**src/rtl/seq_alu_if.sv**
```systemverilog
// Handshake and data bundle between an operand producer/result consumer and seq_alu.
interface seq_alu_if #(
  parameter int WIDTH = 8
);
  logic             in_valid;
  logic             in_ready;
  logic [WIDTH-1:0] opA;
  logic [WIDTH-1:0] opB;
  logic [2:0]       opS;
  logic             out_valid;
  logic             out_ready;
  logic [WIDTH-1:0] R;
  logic [3:0]       flags;

  modport master (
    output in_valid, opA, opB, opS, out_ready,
    input  in_ready, out_valid, R, flags
  );

  modport slave (
    input  in_valid, opA, opB, opS, out_ready,
    output in_ready, out_valid, R, flags
  );
endinterface

```
**src/rtl/seq_alu.sv**
```systemverilog
// Sequential ALU: single-cycle add/sub/logic, bit-serial shifts and shift-add multiply.
// state | meaning
// IDLE  | ready for an operand set, no result presented
// BUSY  | iterating a shift (one bit per cycle) or multiply (one multiplier bit per cycle)
// DONE  | result and flags presented until the consumer takes them
module seq_alu #(
  parameter int WIDTH = 8
) (
  input logic     clk,
  input logic     rst,
  seq_alu_if.slave bus
);
  localparam int SW = $clog2(WIDTH);
  localparam int CW = SW + 1;

  generate
    if (WIDTH < 4 || (WIDTH & (WIDTH - 1)) != 0) begin : gWidthCheck
      $error("seq_alu: WIDTH must be a power of two and at least 4");
    end
  endgenerate

  typedef enum logic [1:0] {IDLE, BUSY, DONE} stateT;

  stateT              state, stateNext;
  logic [2:0]         opReg;
  logic [CW-1:0]      cnt;
  logic [WIDTH-1:0]   work;
  logic [2*WIDTH-1:0] mcand;
  logic [2*WIDTH-1:0] acc;
  logic [WIDTH-1:0]   rReg;
  logic [3:0]         flagsReg;

  logic               accept;
  logic               lastIter;
  logic               isShift;
  logic               goBusy;
  logic [SW-1:0]      nCount;
  logic [WIDTH:0]     sum;
  logic [WIDTH:0]     diff;
  logic [WIDTH-1:0]   aluR;
  logic               aluC;
  logic               aluV;
  logic [2*WIDTH-1:0] accNext;
  logic [WIDTH-1:0]   workShl;
  logic [WIDTH-1:0]   workShr;
  logic [WIDTH-1:0]   iterR;
  logic               iterC;

  assign accept   = bus.in_valid && (state == IDLE);
  assign lastIter = (cnt == CW'(1));
  assign nCount   = bus.opB[SW-1:0];
  assign isShift  = (bus.opS == 3'b101) || (bus.opS == 3'b110);
  assign goBusy   = (bus.opS == 3'b111) || (isShift && nCount != '0);

  assign bus.in_ready  = (state == IDLE);
  assign bus.out_valid = (state == DONE);
  assign bus.R         = rReg;
  assign bus.flags     = flagsReg;

  // Single-cycle result for ops that finish at accept (shift by zero passes opA through).
  always_comb begin
    aluR = '0;
    aluC = 1'b0;
    aluV = 1'b0;
    sum  = {1'b0, bus.opA} + {1'b0, bus.opB};
    diff = {1'b0, bus.opA} - {1'b0, bus.opB};
    case (bus.opS)
      3'b000: begin
        aluR = sum[WIDTH-1:0];
        aluC = sum[WIDTH];
        aluV = (bus.opA[WIDTH-1] == bus.opB[WIDTH-1]) && (sum[WIDTH-1] != bus.opA[WIDTH-1]);
      end
      3'b001: begin
        aluR = diff[WIDTH-1:0];
        aluC = diff[WIDTH];
        aluV = (bus.opA[WIDTH-1] != bus.opB[WIDTH-1]) && (diff[WIDTH-1] != bus.opA[WIDTH-1]);
      end
      3'b010:  aluR = bus.opA & bus.opB;
      3'b011:  aluR = bus.opA | bus.opB;
      3'b100:  aluR = bus.opA ^ bus.opB;
      default: aluR = bus.opA;
    endcase
  end

  // One iteration step of the captured shift or multiply.
  always_comb begin
    accNext = acc + (work[0] ? mcand : '0);
    workShl = {work[WIDTH-2:0], 1'b0};
    workShr = {1'b0, work[WIDTH-1:1]};
    iterR   = '0;
    iterC   = 1'b0;
    case (opReg)
      3'b101: begin
        iterR = workShl;
        iterC = work[WIDTH-1];
      end
      3'b110: begin
        iterR = workShr;
        iterC = work[0];
      end
      default: begin
        iterR = accNext[WIDTH-1:0];
        iterC = |accNext[2*WIDTH-1:WIDTH];
      end
    endcase
  end

  // FSM next-state decode.
  always_comb begin
    stateNext = state;
    case (state)
      IDLE:    if (accept) stateNext = goBusy ? BUSY : DONE;
      BUSY:    if (lastIter) stateNext = DONE;
      DONE:    if (bus.out_ready) stateNext = IDLE;
      default: stateNext = IDLE;
    endcase
  end

  // FSM state register.
  always_ff @(posedge clk or posedge rst) begin
    if (rst) state <= IDLE;
    else     state <= stateNext;
  end

  // Operand capture, iteration datapath and registered result/flags.
  always_ff @(posedge clk or posedge rst) begin
    if (rst) begin
      opReg    <= '0;
      cnt      <= '0;
      work     <= '0;
      mcand    <= '0;
      acc      <= '0;
      rReg     <= '0;
      flagsReg <= '0;
    end else begin
      case (state)
        IDLE: begin
          if (accept) begin
            opReg <= bus.opS;
            if (goBusy) begin
              work  <= (bus.opS == 3'b111) ? bus.opB : bus.opA;
              mcand <= {{WIDTH{1'b0}}, bus.opA};
              acc   <= '0;
              cnt   <= (bus.opS == 3'b111) ? CW'(WIDTH) : CW'(nCount);
            end else begin
              rReg     <= aluR;
              flagsReg <= {aluR[WIDTH-1], aluV, aluC, aluR == '0};
            end
          end
        end
        BUSY: begin
          cnt <= cnt - CW'(1);
          if (opReg == 3'b111) begin
            acc   <= accNext;
            mcand <= {mcand[2*WIDTH-2:0], 1'b0};
            work  <= workShr;
          end else begin
            work <= (opReg == 3'b101) ? workShl : workShr;
          end
          if (lastIter) begin
            rReg     <= iterR;
            flagsReg <= {iterR[WIDTH-1], 1'b0, iterC, iterR == '0};
          end
        end
        default: ;
      endcase
    end
  end
endmodule

```
**src/flat_wrapper.sv**
```systemverilog
// flat-port wrapper written by rule: the top's interface ports become plain ports
module seq_alu_flat 
#(
  parameter int WIDTH = 8
)
  (clk, rst, bus_in_valid, bus_opA, bus_opB, bus_opS, bus_out_ready, bus_in_ready, bus_out_valid, bus_R, bus_flags);
  seq_alu_if #(.WIDTH(WIDTH)) bus_i ();
  input logic clk;
  input logic rst;
  input wire logic [$bits(bus_i.in_valid)-1:0] bus_in_valid;
  input wire logic [$bits(bus_i.opA)-1:0] bus_opA;
  input wire logic [$bits(bus_i.opB)-1:0] bus_opB;
  input wire logic [$bits(bus_i.opS)-1:0] bus_opS;
  input wire logic [$bits(bus_i.out_ready)-1:0] bus_out_ready;
  output wire logic [$bits(bus_i.in_ready)-1:0] bus_in_ready;
  output wire logic [$bits(bus_i.out_valid)-1:0] bus_out_valid;
  output wire logic [$bits(bus_i.R)-1:0] bus_R;
  output wire logic [$bits(bus_i.flags)-1:0] bus_flags;
  assign bus_i.in_valid = bus_in_valid;
  assign bus_i.opA = bus_opA;
  assign bus_i.opB = bus_opB;
  assign bus_i.opS = bus_opS;
  assign bus_i.out_ready = bus_out_ready;
  assign bus_in_ready = bus_i.in_ready;
  assign bus_out_valid = bus_i.out_valid;
  assign bus_R = bus_i.R;
  assign bus_flags = bus_i.flags;
  seq_alu #(.WIDTH(WIDTH)) u_core (.clk(clk), .rst(rst), .bus(bus_i));
endmodule
```
**config.mk**
```make
export PLATFORM = sky130hd
export DESIGN_NAME = seq_alu_flat
export DESIGN_NICKNAME = d
export VERILOG_FILES = /design/src/rtl/seq_alu_if.sv /design/src/rtl/seq_alu.sv /design/src/flat_wrapper.sv
export SDC_FILE = /design/constraint.sdc
export NUM_CORES = 1
export LEC_CHECK = 0
export ABC_AREA = 1
export CORE_AREA = 4 4 124 90
export CTS_BUF_LIST = sky130_fd_sc_hd__clkbuf_4 sky130_fd_sc_hd__clkbuf_8
export DETAILED_ROUTE_END_ITERATION = 12
export DIE_AREA = 0 0 128 94
export PLACE_DENSITY = 0.8
export SLEW_MARGIN = 0
export SYNTH_ARGS = -nofsm -noshare
export SYNTH_HDL_FRONTEND = slang
export SYNTH_SLANG_ARGS = --single-unit
```
**constraint.sdc**
```tcl
create_clock -name clk -period 2.58 [get_ports clk]
set_input_delay 0.645 -clock clk [delete_from_list [all_inputs] [get_ports clk]]
set_output_delay 0.645 -clock clk [all_outputs]
set_load 0.02 [all_outputs]
```
* Yosys cells after proc, flatten, opt, wreduce, memory -nomap -nowiden
Cells that the tools add are included.
** Storage, ports and cells
- Flip-flop bits (word level) :: 61
- Bits of input ports :: 23
- Output and inout port bits :: 14
- Logic and storage cells :: 93
** Operators by class
- Reduce and logical (&&, ||, !) cells :: 18
- Bitwise operators :: 3
- Add/sub/neg operators :: 4
- Mux-type cells :: 37
- Equality and inequality tests :: 23
** Operators by type and width (number)
- $mux 16 :: 7
- $mux 8 :: 8
- $pmux 16 s2 :: 2
- $pmux 8 s2 :: 3
- $pmux 8 s5 :: 1
- $mux 4 :: 6
- $eq 3x3->1 const B :: 7
- $add 16x16->16 :: 1
- $logic_not 8->1 :: 2
- $pmux 4 s2 :: 2
- $add 8x8->9 :: 1
- $sub 8x8->9 :: 1
- $and 8x8->8 :: 1
- $mux 2 :: 4
- $ne 2x1->1 const B :: 4
- $or 8x8->8 :: 1
- $reduce_and 4->1 :: 2
- $reduce_or 8->1 :: 1
- $xor 8x8->8 :: 1
- $eq 3x2->1 const B :: 2
- $pmux 1 s2 :: 3
- $pmux 2 s3 :: 1
- $reduce_and 3->1 :: 2
- $eq 4x1->1 const B :: 1
- 14 further kinds :: 21

* Depth between registers and ports, before layout
- Depth in word-level cells :: 7
- Mapped depth :: 20
- Mapped depth without buffers :: 18

* Worst setup path before layout
OpenSTA, ideal clock, no wires.
- Path type :: reg2reg
- From :: register u_core.work[0]
- To :: register u_core.flagsReg[1] (netlist: u_core.bus.flags[1])
- Library setup time :: 116 ps
- Path slack :: 178 ps
- Stages on the path, launching flop included :: 21
- Arrival time :: 2286 ps
- Data required time :: 2464 ps
- Clock period less this slack :: 2402 ps
- Cell sequence :: dfrtp_1 -> clkbuf_1 -> buf_1 -> nand2_1 -> inv_1 -> ha_1 -> fa_1 -> nand2_1 -> nand3_1 -> nand3_1 -> nand2_1 -> nand2_1 -> nand2_1 -> nand2_1 -> nand2_1 -> nor2_1 -> nand3_1 -> nand2_1 -> nand2_1 -> nand2_1 -> nand2_1
** Between the ends
- Cells in the longest elaborated chain, start to end :: 6
** RTL lines
- start, declared :: RTL line seq_alu.sv:27 : logic [WIDTH-1:0] work;
- start signal, assigned :: RTL line seq_alu.sv:141 : work <= (bus.opS == 3'b111) ? bus.opB : bus.opA;
- start signal, assigned :: RTL line seq_alu.sv:156 : work <= workShr;
- start signal, assigned :: RTL line seq_alu.sv:158 : work <= (opReg == 3'b101) ? workShl : workShr;
- $mux 16 :: RTL line seq_alu.sv:87 : accNext = acc + (work[0] ? mcand : '0);
- $add 16x16->16 :: RTL line seq_alu.sv:87
- $reduce_or 8->1 :: RTL line seq_alu.sv:103 : iterC = |accNext[2*WIDTH-1:WIDTH];
- $pmux 1 s2 * :: RTL line seq_alu.sv:92 : case (opReg)
- $mux 4 * :: RTL line seq_alu.sv:160 : if (lastIter) begin
- $pmux 4 s2 * :: RTL line seq_alu.sv:136 : case (state)
- end signal, assigned :: RTL line seq_alu.sv:147 : flagsReg <= {aluR[WIDTH-1], aluV, aluC, aluR == '0};
- end signal, assigned :: RTL line seq_alu.sv:162 : flagsReg <= {iterR[WIDTH-1], 1'b0, iterC, iterR == '0};
- end, declared :: RTL line seq_alu.sv:31 : logic [3:0] flagsReg;
Every way passes the cells marked *; elsewhere a longest branch is shown, timed or not. The select of a mux whose other input is x is not followed.
A chain may end at the register's enable or synchronous reset.

* Worst setup path in the final report
- From :: input bus_opB[1]
- To :: register u_core.flagsReg[0] (netlist: u_core.bus.flags[0])
** Between the ends
- Cells in the longest elaborated chain, start to end :: 6
- Elaborated cells on any way between the ends :: 15
- Classes of those cells :: add/sub (2); eq/ne (1); mux (4); bitwise (3); reduce/logical (5)
** RTL lines
- start, declared :: RTL line flat_wrapper.sv:12 : input wire logic [$bits(bus_i.opB)-1:0] bus_opB;
- $sub 8x8->9, or another cell as far along :: RTL line seq_alu.sv:66 : diff = {1'b0, bus.opA} - {1'b0, bus.opB};
- $pmux 8 s5 :: RTL line seq_alu.sv:67 : case (bus.opS)
- $logic_not 8->1 :: RTL line seq_alu.sv:147
- $mux 4 :: RTL line seq_alu.sv:140 : if (goBusy) begin
- $mux 4 :: RTL line seq_alu.sv:138 : if (accept) begin
- $pmux 4 s2 :: RTL line seq_alu.sv:136
Parallel ways exist; a longest one is shown, timed or not. The select of a mux whose other input is x is not followed.

==> flow_summary.yaml <==
synthesis:
  synth_compound_area_share_pct: 14.9
  synth_top_area_share_pct: 27.5
  synth_fa_ha_area_share_pct: 10.7
  synthFlopType: "dfrtp_1"
  synth_xor_area_share_pct: 0.963
  synth.area.top_cells: "dfrtp_1, nand2_1, inv_1"
  netlist_area_um2: 5460
  postSynthAreaPerCell_um2: 6.45
  yosys-mux-area-fraction_pct: 0
  synth_top_family_by_area: "simple AND/OR/NAND/NOR gates"
  ys_types: 40
  async_reset_ff_share_pct: 100
  synth.yosys.seq_area_share_pct: 27.5
  synth_edf_count: 0
  synth_area_leader_cell: "dfrtp_1"
  synth_fp_nets: 914
  yosysWarnings: 0
  ys_ff_latch: 60
  syn-instance-count: 846
  synth-simple-area-share_pct: 33.1
floorplanning:
  start_util_pct: 54.1
  rows: 31
  chipHeight_um: 94
  dieArea_um2: 12000
  core_um2: 10100
  die_x_um: 128
  pin_count: 37
power:
  p_leak_nw: 3.68
  power-per-cell-area_nw_per_um2: 756
  power_mw: 5.13
  vdd_drop_max_uv: 608
sta:
  period_share_pct: 94.5
  fmax_mhz: 410
  fin_crit_ns: 2.44
  finalMaxSlewViolations: 0
  hold_viol: 0
  finalSetupViolCount: 0
  finClkSkew_ns: 0.0108
  tightest_slew_ns: 0.424
  slew-limit-headroom_pct: 71.7
layout:
  most-common-layout-cells: "nand2_1, inv_1, buf_4"
  layout-drive-gt1-share_pct: 14.7
  area_growth_pct: 24.3
  nets: 1014
  final_core_util_pct: 67.3
  diodes: 0
  final_common_cell: "nand2_1"
routing:
  routed_wl_mm: 16.2
  vias_per_cell: 5.44
  drt_iter0_markers: 746
  first_pass_iters: 5
  route.detailed.drc: 0
  wl_per_cell_um: 15.0
  antenna_left: 0
  dr_total_vias: 5880
worst_setup_path:
  path_delay_family: "simple AND/OR/NAND/NOR gates"
  crit_path_max_fanout: 4
  crit_arrival_ns: 2.72
  critical_path_class: "input pin to flip-flop"
  crit_top_cell: "nand2_1"
  critPathRequiredTime_ns: 2.86
  cp-start-kind: "input pin"
  cp-end-kind: "flip-flop"
  cp_num_buf_inv: 3
  critPathMaxStageDelay_ns: 0.47
  cp_cell_sequence: "clkdlybuf4s50_1 > inv_1 > ha_1 > nor2_1 > nand2_1 > nand2_1 > nand2_2 > buf_4 > nand4_1 > nand3_1 > nand2_1 > nand4_1 > a21oi_1"
  slowest_stage: "clkdlybuf4s50_1"
clock_network:
  cts_htree_levels: 3
  cts_buffers: 9
  root_buffer: "clkbuf_8"
  tritoncts: "built"
  clk_path_buf_depth: 2
  clock-sinks: 60
  clkTransAtPathRegs_ns: 0.07
  insertion_delay_ns: 0.36
global_route:
  grt_pass1_wl_mm: 26.0
  track_usage_pct: 27.2
  antenna_found_initial: 0
  gr-total-overflow: 0
  grt_max_degree: 61
  grt_pass1_vias: 5252
run_status:
  status: "complete, no violations"
placed_design:
  io_buffers: 36
  routabilityCongestion: 0.978
  dp_hpwl_mm: 12.6
worst_hold_path:
  min_path_type: "flip-flop to flip-flop"
job:
  cap_viol_max_count: 0
==> final cells by class <==
cell class,instances,area (um2)
Multi-Input combinational cell,607,3420
Inverter,157,594
Clock buffer,10,131
Clock inverter,3,17.5
Tap cell,132,165
Fill cell,892,3300
Sequential cell,60,1500
Timing Repair Buffer,111,957
==> layer usage <==
layer	routed length (um)	GRT usage, %
met1	7780	43.4
met2	6140	35.8
met3	2030	7.73
met4	216	5.39
met5	0	0
==> cells by family after synthesis <==
logic type / after synthesis
flip-flops: 60
AND/OR/NAND/NOR: 428
buffers and inverters: 179
AO/OA/AOI/OAI: 128
XOR/XNOR: 6
adder cells (fa/ha/maj): 45
==> worst reg2reg max path, delay by kind of cell, from the launching register on <==
family	cells	cell delay [ns]
flops	1	0.43
simple gates	14	1.31
fa+ha+maj	1	0.40
buf+inv	2	0.21
==> stage by stage <==
| step | setup WS (ns) | std cells | setup TNS [ns] | hold WS, ns | cell area (um2) |
|---|---|---|---|---|---|
| 2_1_floorplan | 0.178 | 846 | 0 | 0.455 | 5460 |
| 3_3_place_gp | -0.182 | 1065 | -0.975 | 0.468 | 6450 |
| 3_5_place_dp | -0.225 | 1065 | -1.36 | 0.468 | 6450 |
| 4_1_cts | 0.0688 | 1078 | 0 | 0.485 | 6600 |
| 5_1_grt | -0.0349 | 1080 | -0.0349 | 0.510 | 6790 |
| 6_report | 0.141 | 1080 | 0 | 0.480 | 6790 |
==> final timing paths <==
kind	start	end	slack [ns]	depth (start not counted)
worst max-delay path	bus_opB[1]	u_core.bus.flags[0]	0.14	13
worst min-delay path	u_core.bus.flags[2]	u_core.bus.flags[2]	0.48	2
worst max register to register	u_core.work[0]	u_core.bus.flags[1]	0.14	17
worst min register to register	u_core.bus.flags[2]	u_core.bus.flags[2]	0.48	2
max in group asynchronous	rst	u_core.work[7]	1.64	3
min in group asynchronous	rst	u_core.mcand[14]	0.66	3
==> state kept, by name, summed over array words and instances, names as in the netlist <==
name,count
u_core.acc,16
u_core.bus.R,7
u_core.bus.flags,4
u_core.cnt,4
u_core.mcand,16
u_core.opReg,3
u_core.state,2
u_core.work,8
==> Yosys cell counts, types with 6 or more instances <==
cell type  count
a22o_1         6
o21ai_0       40
dfrtp_1       60
nand4_1       18
buf_2          7
nand2_1      253
nand3_1       72
o221ai_2       6
clkbuf_1      10
nor2_1        66
a21oi_1       32
o21ai_1        7
o22ai_1       17
inv_1        152
ha_1          42
==> report_power, final <==
part	total, mW	switching [mW]	internal [mW]	leakage, nW
combinational	2.94	1.81	1.13	2.83
sequential	1.48	0.229	1.25	0.778
clock	0.719	0.380	0.339	0.0773
==> what timing repair did <==
action,4_1_cts,5_1_grt
endpoints found under the setup margin,0,3
gates resized for setup,0,37
buffers inserted,0,2
hold buffers,0,0
Note: power is estimated with default switching activity, not from simulation.
